`config.mk`:
```
export PLATFORM = sky130hd
export DESIGN_NAME = vga_sram_pixel_fetch
export DESIGN_NICKNAME = d
export VERILOG_FILES = /design/src/rtl/pixel_fetch_pkg.sv /design/src/rtl/pixel_fetch_addr_gen.sv /design/src/rtl/vga_sram_pixel_fetch.sv
export SDC_FILE = /design/constraint.sdc
export NUM_CORES = 1
export LEC_CHECK = 0
export CAP_MARGIN = 30
export CORE_ASPECT_RATIO = 1.4
export CORE_MARGIN = 5
export CORE_UTILIZATION = 58
export CTS_BUF_LIST = sky130_fd_sc_hd__clkbuf_8
export DETAILED_ROUTE_END_ITERATION = 10
export PLACE_DENSITY_LB_ADDON = 0.08
export SLEW_MARGIN = 30
export SYNTH_ARGS = -nofsm -noshare
export SYNTH_HDL_FRONTEND = slang
export SYNTH_SLANG_ARGS = --single-unit
```
`constraint.sdc`:
```
create_clock -name Clock -period 10.2 [get_ports Clock]
set_clock_uncertainty 0.05 [all_clocks]
set_input_delay 2.04 -clock Clock [delete_from_list [all_inputs] [get_ports Clock]]
set_output_delay 2.04 -clock Clock [all_outputs]
set_load 0.005 [all_outputs]
```
`src/rtl/pixel_fetch_pkg.sv`:
```
// pixel_fetch_pkg: shared types and image geometry for the SRAM pixel fetcher.
package pixel_fetch_pkg;

  typedef enum logic [1:0] {
    S_IDLE = 2'd0,
    S_R0   = 2'd1,
    S_R1   = 2'd2,
    S_R2   = 2'd3
  } fetch_state_e;

  // One buffered pixel pair, byte fields in the order they arrive from SRAM.
  typedef struct packed {
    logic [7:0] r0;
    logic [7:0] g0;
    logic [7:0] b0;
    logic [7:0] r1;
    logic [7:0] g1;
    logic [7:0] b1;
  } pair_slot_t;

  // Tag travelling alongside an outstanding SRAM read.
  typedef struct packed {
    logic       valid;
    logic [1:0] w;
    logic       slot;
  } cap_tag_t;

  localparam int unsigned IMG_W_PAIRS   = 160;
  localparam int unsigned IMG_H         = 240;
  localparam int unsigned WORDS_PER_ROW = 480;

  // 8-bit channel to the controller's 10-bit colour by repeating the top bits.
  function automatic logic [9:0] expand_colour(input logic [7:0] c);
    return {c, c[7:6]};
  endfunction

endpackage

```
`src/rtl/pixel_fetch_addr_gen.sv`:
```
// pixel_fetch_addr_gen: word address of (row, pair, word) in the packed image.
// Row stride is 480 words, formed as (r<<9)-(r<<5) so no multiplier is needed.
module pixel_fetch_addr_gen
  import pixel_fetch_pkg::*;
#(
  parameter logic [17:0] IMG_BASE = 18'd0
) (
  input  logic [8:0]  row_i,
  input  logic [7:0]  pair_i,
  input  logic [1:0]  word_i,
  output logic [17:0] addr_o
);

  logic [17:0] row_off;
  logic [17:0] pair_off;

  // Pure address arithmetic; pair*3 is (pair<<1)+pair.
  always_comb begin
    row_off  = {row_i, 9'd0} - {4'd0, row_i, 5'd0};
    pair_off = {9'd0, pair_i, 1'b0} + {10'd0, pair_i};
    addr_o   = IMG_BASE + row_off + pair_off + {16'd0, word_i};
  end

endmodule

```
`src/rtl/vga_sram_pixel_fetch.sv`:
```
// vga_sram_pixel_fetch: prefetches packed RGB pixel pairs one pair ahead into a
// two-slot ping-pong buffer and drives registered colour to the VGA controller.
// Optional build macro PIXEL_FETCH_COLOUR_BARS_EN: colour bars while iEnable=0.
//
// state  | meaning
// S_IDLE | waiting for the X coordinate to enter a new pair
// S_R0   | launching word 0 ({R0,G0}) of the target pair
// S_R1   | launching word 1 ({B0,R1})
// S_R2   | launching word 2 ({G1,B1})
module vga_sram_pixel_fetch
  import pixel_fetch_pkg::*;
#(
  parameter int          SRAM_LATENCY = 3,
  parameter logic [17:0] IMG_BASE     = 18'd0
) (
  input  logic        Clock,
  input  logic        Resetn,
  input  logic        iEnable,
  input  logic [9:0]  iCoord_X,
  input  logic [9:0]  iCoord_Y,
  input  logic [15:0] iSRAM_read_data,
  output logic [17:0] oSRAM_address,
  output logic        oSRAM_we_n,
  output logic [9:0]  oRed,
  output logic [9:0]  oGreen,
  output logic [9:0]  oBlue,
  output logic        oBusy
);

  localparam int TAG_DEPTH = (SRAM_LATENCY < 1) ? 1 : SRAM_LATENCY;

  fetch_state_e state_q, state_d;
  logic [7:0]   fetch_pair_q, fetch_pair_d;
  logic [8:0]   fetch_row_q, fetch_row_d;
  logic [7:0]   prev_pair_q;
  logic [17:0]  addr_q;
  logic [1:0]   word_sel;
  logic [17:0]  word_addr;
  cap_tag_t     tag_q [TAG_DEPTH];
  cap_tag_t     cap;
  pair_slot_t   slot_q [2];
  pair_slot_t   cur_slot;
  logic [1:0]   valid_q, valid_d;
  logic [9:0]   red_q, green_q, blue_q;
  logic [9:0]   red_d, green_d, blue_d;
  logic [7:0]   pix_r, pix_g, pix_b;

  logic [7:0]   cur_pair, next_pair;
  logic [8:0]   cur_row;
  logic         in_image, trigger;
`ifdef PIXEL_FETCH_COLOUR_BARS_EN
  logic [2:0]   bar_idx;
`endif

  assign cur_pair  = iCoord_X[9:2];
  assign next_pair = cur_pair + 8'd1;
  assign cur_row   = iCoord_Y[9:1];
  assign in_image  = (iCoord_X < 10'd640) && (iCoord_Y < 10'd480);
  assign trigger   = iEnable && (cur_pair != prev_pair_q) &&
                     (next_pair < 8'(IMG_W_PAIRS)) && (cur_row < 9'(IMG_H));
  assign cap       = tag_q[TAG_DEPTH-1];
  assign cur_slot  = slot_q[cur_pair[0]];

  pixel_fetch_addr_gen #(.IMG_BASE(IMG_BASE)) u_addr_gen (
    .row_i  (fetch_row_q),
    .pair_i (fetch_pair_q),
    .word_i (word_sel),
    .addr_o (word_addr)
  );

  // Fetch sequencer: one address per read state; triggers outside IDLE are dropped.
  always_comb begin
    state_d      = state_q;
    fetch_pair_d = fetch_pair_q;
    fetch_row_d  = fetch_row_q;
    word_sel     = 2'd0;
    case (state_q)
      S_IDLE: if (trigger) begin
        state_d      = S_R0;
        fetch_pair_d = next_pair;
        fetch_row_d  = cur_row;
      end
      S_R0: begin word_sel = 2'd0; state_d = S_R1;   end
      S_R1: begin word_sel = 2'd1; state_d = S_R2;   end
      S_R2: begin word_sel = 2'd2; state_d = S_IDLE; end
      default: state_d = S_IDLE;
    endcase
  end

  // Slot valid bits: set by the last word of a pair, cleared when that slot is
  // retargeted, and dropped while disabled so re-enable waits for fresh data.
  always_comb begin
    valid_d = valid_q;
    if (cap.valid && (cap.w == 2'd2)) valid_d[cap.slot] = 1'b1;
    if ((state_q == S_IDLE) && trigger) valid_d[next_pair[0]] = 1'b0;
    if (!iEnable) valid_d = 2'b00;
  end

  // Colour selection from the slot holding the pair under the beam.
  always_comb begin
    pix_r   = iCoord_X[1] ? cur_slot.r1 : cur_slot.r0;
    pix_g   = iCoord_X[1] ? cur_slot.g1 : cur_slot.g0;
    pix_b   = iCoord_X[1] ? cur_slot.b1 : cur_slot.b0;
    red_d   = 10'd0;
    green_d = 10'd0;
    blue_d  = 10'd0;
`ifdef PIXEL_FETCH_COLOUR_BARS_EN
    bar_idx = iCoord_X[9:7];
`endif
    if (iEnable && valid_q[cur_pair[0]] && in_image) begin
      red_d   = expand_colour(pix_r);
      green_d = expand_colour(pix_g);
      blue_d  = expand_colour(pix_b);
    end
`ifdef PIXEL_FETCH_COLOUR_BARS_EN
    else if (!iEnable && in_image) begin
      red_d   = {10{bar_idx[2]}};
      green_d = {10{bar_idx[1]}};
      blue_d  = {10{bar_idx[0]}};
    end
`endif
  end

  // Control state, address launch and the read-tag pipeline.
  always_ff @(posedge Clock or negedge Resetn) begin
    if (!Resetn) begin
      state_q      <= S_IDLE;
      fetch_pair_q <= 8'd0;
      fetch_row_q  <= 9'd0;
      prev_pair_q  <= 8'd0;
      addr_q       <= 18'd0;
      valid_q      <= 2'b00;
      for (int i = 0; i < TAG_DEPTH; i++) tag_q[i] <= '0;
    end else begin
      state_q      <= state_d;
      fetch_pair_q <= fetch_pair_d;
      fetch_row_q  <= fetch_row_d;
      prev_pair_q  <= cur_pair;
      valid_q      <= valid_d;
      if (state_q != S_IDLE) addr_q <= word_addr;
      tag_q[0] <= (state_q != S_IDLE) ? '{valid: 1'b1, w: word_sel, slot: fetch_pair_q[0]}
                                      : '0;
      for (int i = 1; i < TAG_DEPTH; i++) tag_q[i] <= tag_q[i-1];
    end
  end

  // Returning SRAM words land in the byte fields named by their tag.
  always_ff @(posedge Clock or negedge Resetn) begin
    if (!Resetn) begin
      slot_q[0] <= '0;
      slot_q[1] <= '0;
    end else if (cap.valid) begin
      case (cap.w)
        2'd0: begin
          slot_q[cap.slot].r0 <= iSRAM_read_data[15:8];
          slot_q[cap.slot].g0 <= iSRAM_read_data[7:0];
        end
        2'd1: begin
          slot_q[cap.slot].b0 <= iSRAM_read_data[15:8];
          slot_q[cap.slot].r1 <= iSRAM_read_data[7:0];
        end
        2'd2: begin
          slot_q[cap.slot].g1 <= iSRAM_read_data[15:8];
          slot_q[cap.slot].b1 <= iSRAM_read_data[7:0];
        end
        default: ;
      endcase
    end
  end

  // Registered colour outputs.
  always_ff @(posedge Clock or negedge Resetn) begin
    if (!Resetn) begin
      red_q   <= 10'd0;
      green_q <= 10'd0;
      blue_q  <= 10'd0;
    end else begin
      red_q   <= red_d;
      green_q <= green_d;
      blue_q  <= blue_d;
    end
  end

  assign oSRAM_address = addr_q;
  assign oSRAM_we_n    = 1'b1;
  assign oRed          = red_q;
  assign oGreen        = green_q;
  assign oBlue         = blue_q;
  assign oBusy         = (state_q != S_IDLE);

endmodule

```
==> flow_summary.yaml, run 1 <==
critical_path:
  r2r_slack_ns: 6.02
  worstPathRequired_ns: 10.51
  critPathTopFamily: "compound AO/OA/AOI/OAI gates"
  end_kind: "register"
  crit_buf_inv: 1
  crit_path_end: "fetch_pair_q[4]$_DFFE_PN0P_"
  path_class: "in2reg"
  reg2reg_from: "fetch_pair_q[0]$_DFFE_PN0P_"
  ff2ff_path_depth: 13
  cp_data_arrival_time_ns: 4.49
  r2r_end: "oSRAM_address[14]$_DFFE_PN0N_"
  cpPeakStageDelay_ns: 0.50
  cp_slowest_cell: "clkdlybuf4s50_1"
  startpoint_type: "primary input"
  crit_chain: "clkdlybuf4s50_1 > ha_1 > and4_4 > a211o_1 > a32oi_2 > nand4_4 > mux2_4"
  critPathLaunch: "iCoord_X[3]"
  path_max_fanout: 19
  path_depth: 7
timing:
  rsz0062_at_grt: "no"
  worst_pin_slew_ns: 0.968
  setup_ws_ns: 6.02
  hold_violations: 0
  timing.final.crit_share: 0.410
  setup_violations: 0
  slew_headroom: 0.353
  tns_ns: 0
  drv_slew: 0
  period_minus_slack_ns: 4.18
  fmax_mhz: 239
routing:
  totalWireLength_mm: 20.4
  wl_per_cell_um: 21.0
  via_count: 6186
  ant_nets: 0
  via_per_inst: 6.36
  drc: 0
  first_iter_violations: 441
  first_pass_iters: 5
clock_tree:
  htree_num_levels: 4
  clock_path_buffers: 2
  cts_buffers: 17
  cts-resized-gates: 0
  cts_tree: "yes"
  cts_root_buf: "clkbuf_8"
  post_cts_buffers: 0
  cts.sinks: 179
  clock_latency_ns: 0.47
  clk_pin_slew_ns: 0.09
  cts.hold.buffers_added: 0
synth:
  avgSynthCellArea_um2: 12.4
  mappedNetlistArea_um2: 8720
  synth_ff_type: "dfrtp_1"
  syn-num-nets: 786
  async_reset_ff_frac: 1.00
  ys_seq_area_frac: 0.514
  ys_seq_elements: 179
  yosys_warnings: 0
  synth_cells: 703
  yosysUniqueCellTypes: 60
  synth_edf_count: 0
power_and_ir_drop:
  p_leak_nw: 4.46
  total_power_mw: 3.99
  ir_drop_mv: 0.366
  power_density_nw_per_um2: 397
placement:
  place_inst: 940
  place_congestion: 0.922
  dp_worst_setup_slack_ns: 5.51
  dp_hpwl_mm: 13.8
  postPlaceCellArea_um2: 9680
  io_buffer_count: 85
job:
  drv_cap: 0
floorplan:
  dieArea_um2: 17600
  io_pins: 89
  initial_core_util: 0.585
  rows: 53
  core_area_um2: 14900
  fp.dieH_um: 155
  die_w_um: 114
global_routing:
  grt_overflow: 0
  grt_pass1_vias: 6514
  grt_max_degree: 95
  antenna_found_initial: 0
  grt_pass1_wl_mm: 33.1
  grt_use_total: 0.238
finish:
  final_cells: 972
  nets: 850
  final_cell_mix: "dfrtp_1 (178), clkdlybuf4s50_1 (83), a32o_1 (49)"
  area_growth_pct: 15.4
  antennaDiodeCount: 0
  layout_commonest_cell: "dfrtp_1"
  drive_gt1_frac: 0.124
  final_area_um2: 10100
min_path:
  hold_class: "reg2reg"
  worstHoldStart: "tag_q[4]$_DFF_PN0_"
outcome:
  status: "completed"
-- how the worst min path moves through the flow --
| stage | to | cells past startpoint |
|---|---|---|
| detailed placement | tag_q[4]$_DFF_PN0_ | 0 |
| finish | cap[0]$_DFF_PN0_ | 0 |
| global route | cap[1]$_DFF_PN0_ | 0 |
| global placement | cap[0]$_DFF_PN0_ | 0 |
| floorplan | cap[0]$_DFF_PN0_ | 0 |
| CTS | tag_q[4]$_DFF_PN0_ | 0 |
-- cell type report --
type | count | area (µm²)
Clock buffer | 20 | 275
Clock inverter | 12 | 106
Fill cell | 1120 | 4850
Inverter | 28 | 105
Multi-Input combinational cell | 447 | 3940
Sequential cell | 179 | 4480
Tap cell | 192 | 240
Timing Repair Buffer | 94 | 918
-- cell usage after synthesis (5+ instances only) --
cell type,number,share of area
dfrtp_1,179,0.51
a32o_1,49,0.056
a22o_1,48,0.048
nor2b_1,46,0.033
ha_1,42,0.060
clkbuf_1,35,0.015
nand2_1,30,0.013
inv_1,28,0.012
mux4_2,24,0.062
a21oi_1,21,0.012
o21ai_0,18,0.010
nor2_1,17,0.0073
xor2_1,14,0.014
xnor2_1,13,0.013
mux2_2,11,0.014
nand3_1,9,0.0052
o21a_1,9,0.0077
a21o_1,7,0.0060
buf_4,7,0.0060
nor3_1,7,0.0040
mux2_4,6,0.010
and2_1,5,0.0036
buf_2,5,0.0029
nand2b_1,5,0.0036
-- kinds of logic (layout without fill, tap and decap cells) --
group,after synthesis,after routing,synth area share
adder cells (fa/ha/maj),44,44,0.0648
multiplexers,42,42,0.0876
XOR/XNOR,27,27,0.0271
buffers and inverters,77,154,0.0377
AND/OR/NAND/NOR,138,138,0.0868
other,1,1,0.000430
flip-flops,179,179,0.514
AO/OA/AOI/OAI,195,195,0.182
-- metal layers --
layer  up-vias  GRT usage  part of all wire
li1       2765          -                 -
met1      3191      0.273              0.38
met2       196      0.429              0.54
met3        34     0.0475             0.053
met4         0      0.102             0.026
met5         -          0                 0
-- stage by stage --
stage                     hold slack, ns  utilization
after detailed placement           0.285        0.649
after floorplan                    0.281            -
final                              0.298        0.675
after CTS                          0.303        0.674
after global routing               0.312        0.675
after global placement             0.283        0.648
-- where the power goes --
group | internal (mW) | switching (mW) | total [mW]
clock | 0.212 | 0.254 | 0.466
sequential | 0.961 | 0.169 | 1.13
combinational | 1.06 | 1.34 | 2.40
(Power assumes the default switching activity.)
==> run 2: changes to the inputs <==
- clock period: 10.2 -> 3.9 ns (I/O delays scaled with it)
==> run 2 against run 1 <==
  * Sequential power rose to 2.6 times the previous value
  * Cell area rose by 0.72%
  * First-iteration DRC count decreased by 7.0%
  * Cell count rose by 0.51%
  * Flip-flop and latch count stayed put
  * Largest cell class unchanged
==> flow_summary.yaml, run 2 (synthesis results as in run 1) <==
finish:
  drive_gt1_frac: 0.138
  nets: 856
  antennaDiodeCount: 0
  area_growth_pct: 16.3
  nFillCells: 1129
  final_cells: 977
  final_cell_mix: "dfrtp_1 (178), clkdlybuf4s50_1 (83), a32o_1 (49)"
  layout_commonest_cell: "dfrtp_1"
floorplan:
  die_w_um: 114
  rows: 53
  io_pins: 89
  core_area_um2: 14900
  fp.dieH_um: 155
  initial_core_util: 0.585
  dieArea_um2: 17600
timing:
  drv_slew: 0
  rsz0062_at_grt: "no"
  timing.final.crit_share: 0.955
  period_minus_slack_ns: 3.72
  holdWs_ns: 0.300
  hold_violations: 0
  worst_pin_slew_ns: 1.01
  fmax_mhz: 268
  setup_violations: 0
  slew_headroom: 0.325
  tns_ns: 0
  setup_ws_ns: 0.175
critical_path:
  ff2ff_path_depth: 14
  worstPathRequired_ns: 4.19
  path_class: "reg2reg"
  critPathLaunch: "fetch_pair_q[1]$_DFFE_PN0P_"
  startpoint_type: "register"
  reg2reg_from: "fetch_pair_q[1]$_DFFE_PN0P_"
  path_max_fanout: 6
  cp_data_arrival_time_ns: 4.02
  end_kind: "register"
  r2r_slack_ns: 0.18
  r2r_end: "oSRAM_address[17]$_DFFE_PN0N_"
clock_tree:
  cts-resized-gates: 0
  cts.sinks: 179
  cts_tree: "yes"
  htree_num_levels: 4
  clock_latency_ns: 0.46
  clk_pin_slew_ns: 0.09
  cts_buffers: 17
  post_cts_buffers: 0
  clock_path_buffers: 2
  cts_root_buf: "clkbuf_8"
  cts.hold.buffers_added: 0
power_and_ir_drop:
  seq_power_share: 0.278
  pwr-share-comb: 0.605
  ir_drop_mv: 1.24
  power_frac_clock: 0.117
  p_leak_nw: 4.49
  p_sw_mw: 4.58
  power_density_nw_per_um2: 1040
  total_power_mw: 10.5
  p_int_mw: 5.93
  switching_share: 0.436
placement:
  place_congestion: 0.910
  dp_hpwl_mm: 13.7
  place_inst: 946
  io_buffer_count: 85
  dp_worst_setup_slack_ns: 0.0753
min_path:
  hold_class: "reg2reg"
  min_to: "cap[1]$_DFF_PN0_"
  worstHoldStart: "tag_q[5]$_DFF_PN0_"
  whs_path_depth: 0
outcome:
  status: "completed"
global_routing:
  grt_pass1_wl_mm: 33.0
  antenna_found_initial: 0
  grt_use_total: 0.237
  grt_pass1_vias: 6488
  grt_overflow: 0
  grt_max_degree: 87
routing:
  via_per_inst: 6.28
  drc: 0
  via_count: 6138
  first_pass_iters: 5
  first_iter_violations: 410
  ant_nets: 0
  wl_per_cell_um: 20.5
  totalWireLength_mm: 20.0
job:
  drv_cap: 0
-- run 2: changes by cell type in the layout (fill, tap and decap cells not counted), sizes merged --
cell,delta
buf,+6
clkbuf,+1
clkinv,-1
inv,-1
-- run 2: critical path, cell delays in order, from the launching register on --
cell and delay (ns):
dfrtp_1 0.41, ha_1 0.22, fa_2 0.36, a21o_1 0.17, a21oi_2 0.17, o21bai_1 0.08
a21oi_1 0.17, o21bai_1 0.11, fa_1 0.44, ha_1 0.32, and3_2 0.26, a221o_1 0.37
a21o_1 0.20, nor3_1 0.21, nor3_1 0.07
-- run 2: area by class of cell --
class	count	area, µm²	share of cell area
multi-input cells	447	3950	0.390
inverters	28	105	0.0104
repair buffers	100	972	0.0959
clock buffers	21	289	0.0285
clock inverters	10	100	0.00987
well taps	192	240	0.0237
flip-flops and latches	179	4480	0.442
-- run 2: layer usage --
layer / global-route usage / wire, µm / vias up
met5: 0 / 0 / -
met4: 0.0790 / 469 / 0
met3: 0.0455 / 878 / 41
met2: 0.423 / 10800 / 198
met1: 0.285 / 7840 / 3117
li1: - / - / 2782
-- run 2: power groups by stage --
stage,sequential (mW),clock [mW],combinational (mW)
global route,2.99,1.34,7.04
finish,2.92,1.23,6.36
CTS,2.92,1.26,6.32
global placement,2.90,0,6.10
floorplan,2.81,0,4.65
detailed placement,2.95,0,6.27
-- run 2: worst max-delay path by stage --
stage,endpoint,depth (start not counted),slack [ns]
after floorplan,oSRAM_address[13]$_DFFE_PN0N_,15,0.10
after global placement,oSRAM_address[13]$_DFFE_PN0N_,14,0.15
final,oSRAM_address[17]$_DFFE_PN0N_,14,0.18
after CTS,oSRAM_address[13]$_DFFE_PN0N_,14,0.05
after detailed placement,oSRAM_address[13]$_DFFE_PN0N_,14,0.08
after global routing,oSRAM_address[13]$_DFFE_PN0N_,14,0.03
-- run 2: stage by stage --
stage,utilization,instance area (µm²)
5_1_grt,0.680,10100
3_3_place_gp,0.652,9730
2_1_floorplan,-,8720
4_1_cts,0.678,10100
3_5_place_dp,0.652,9730
6_report,0.680,10100
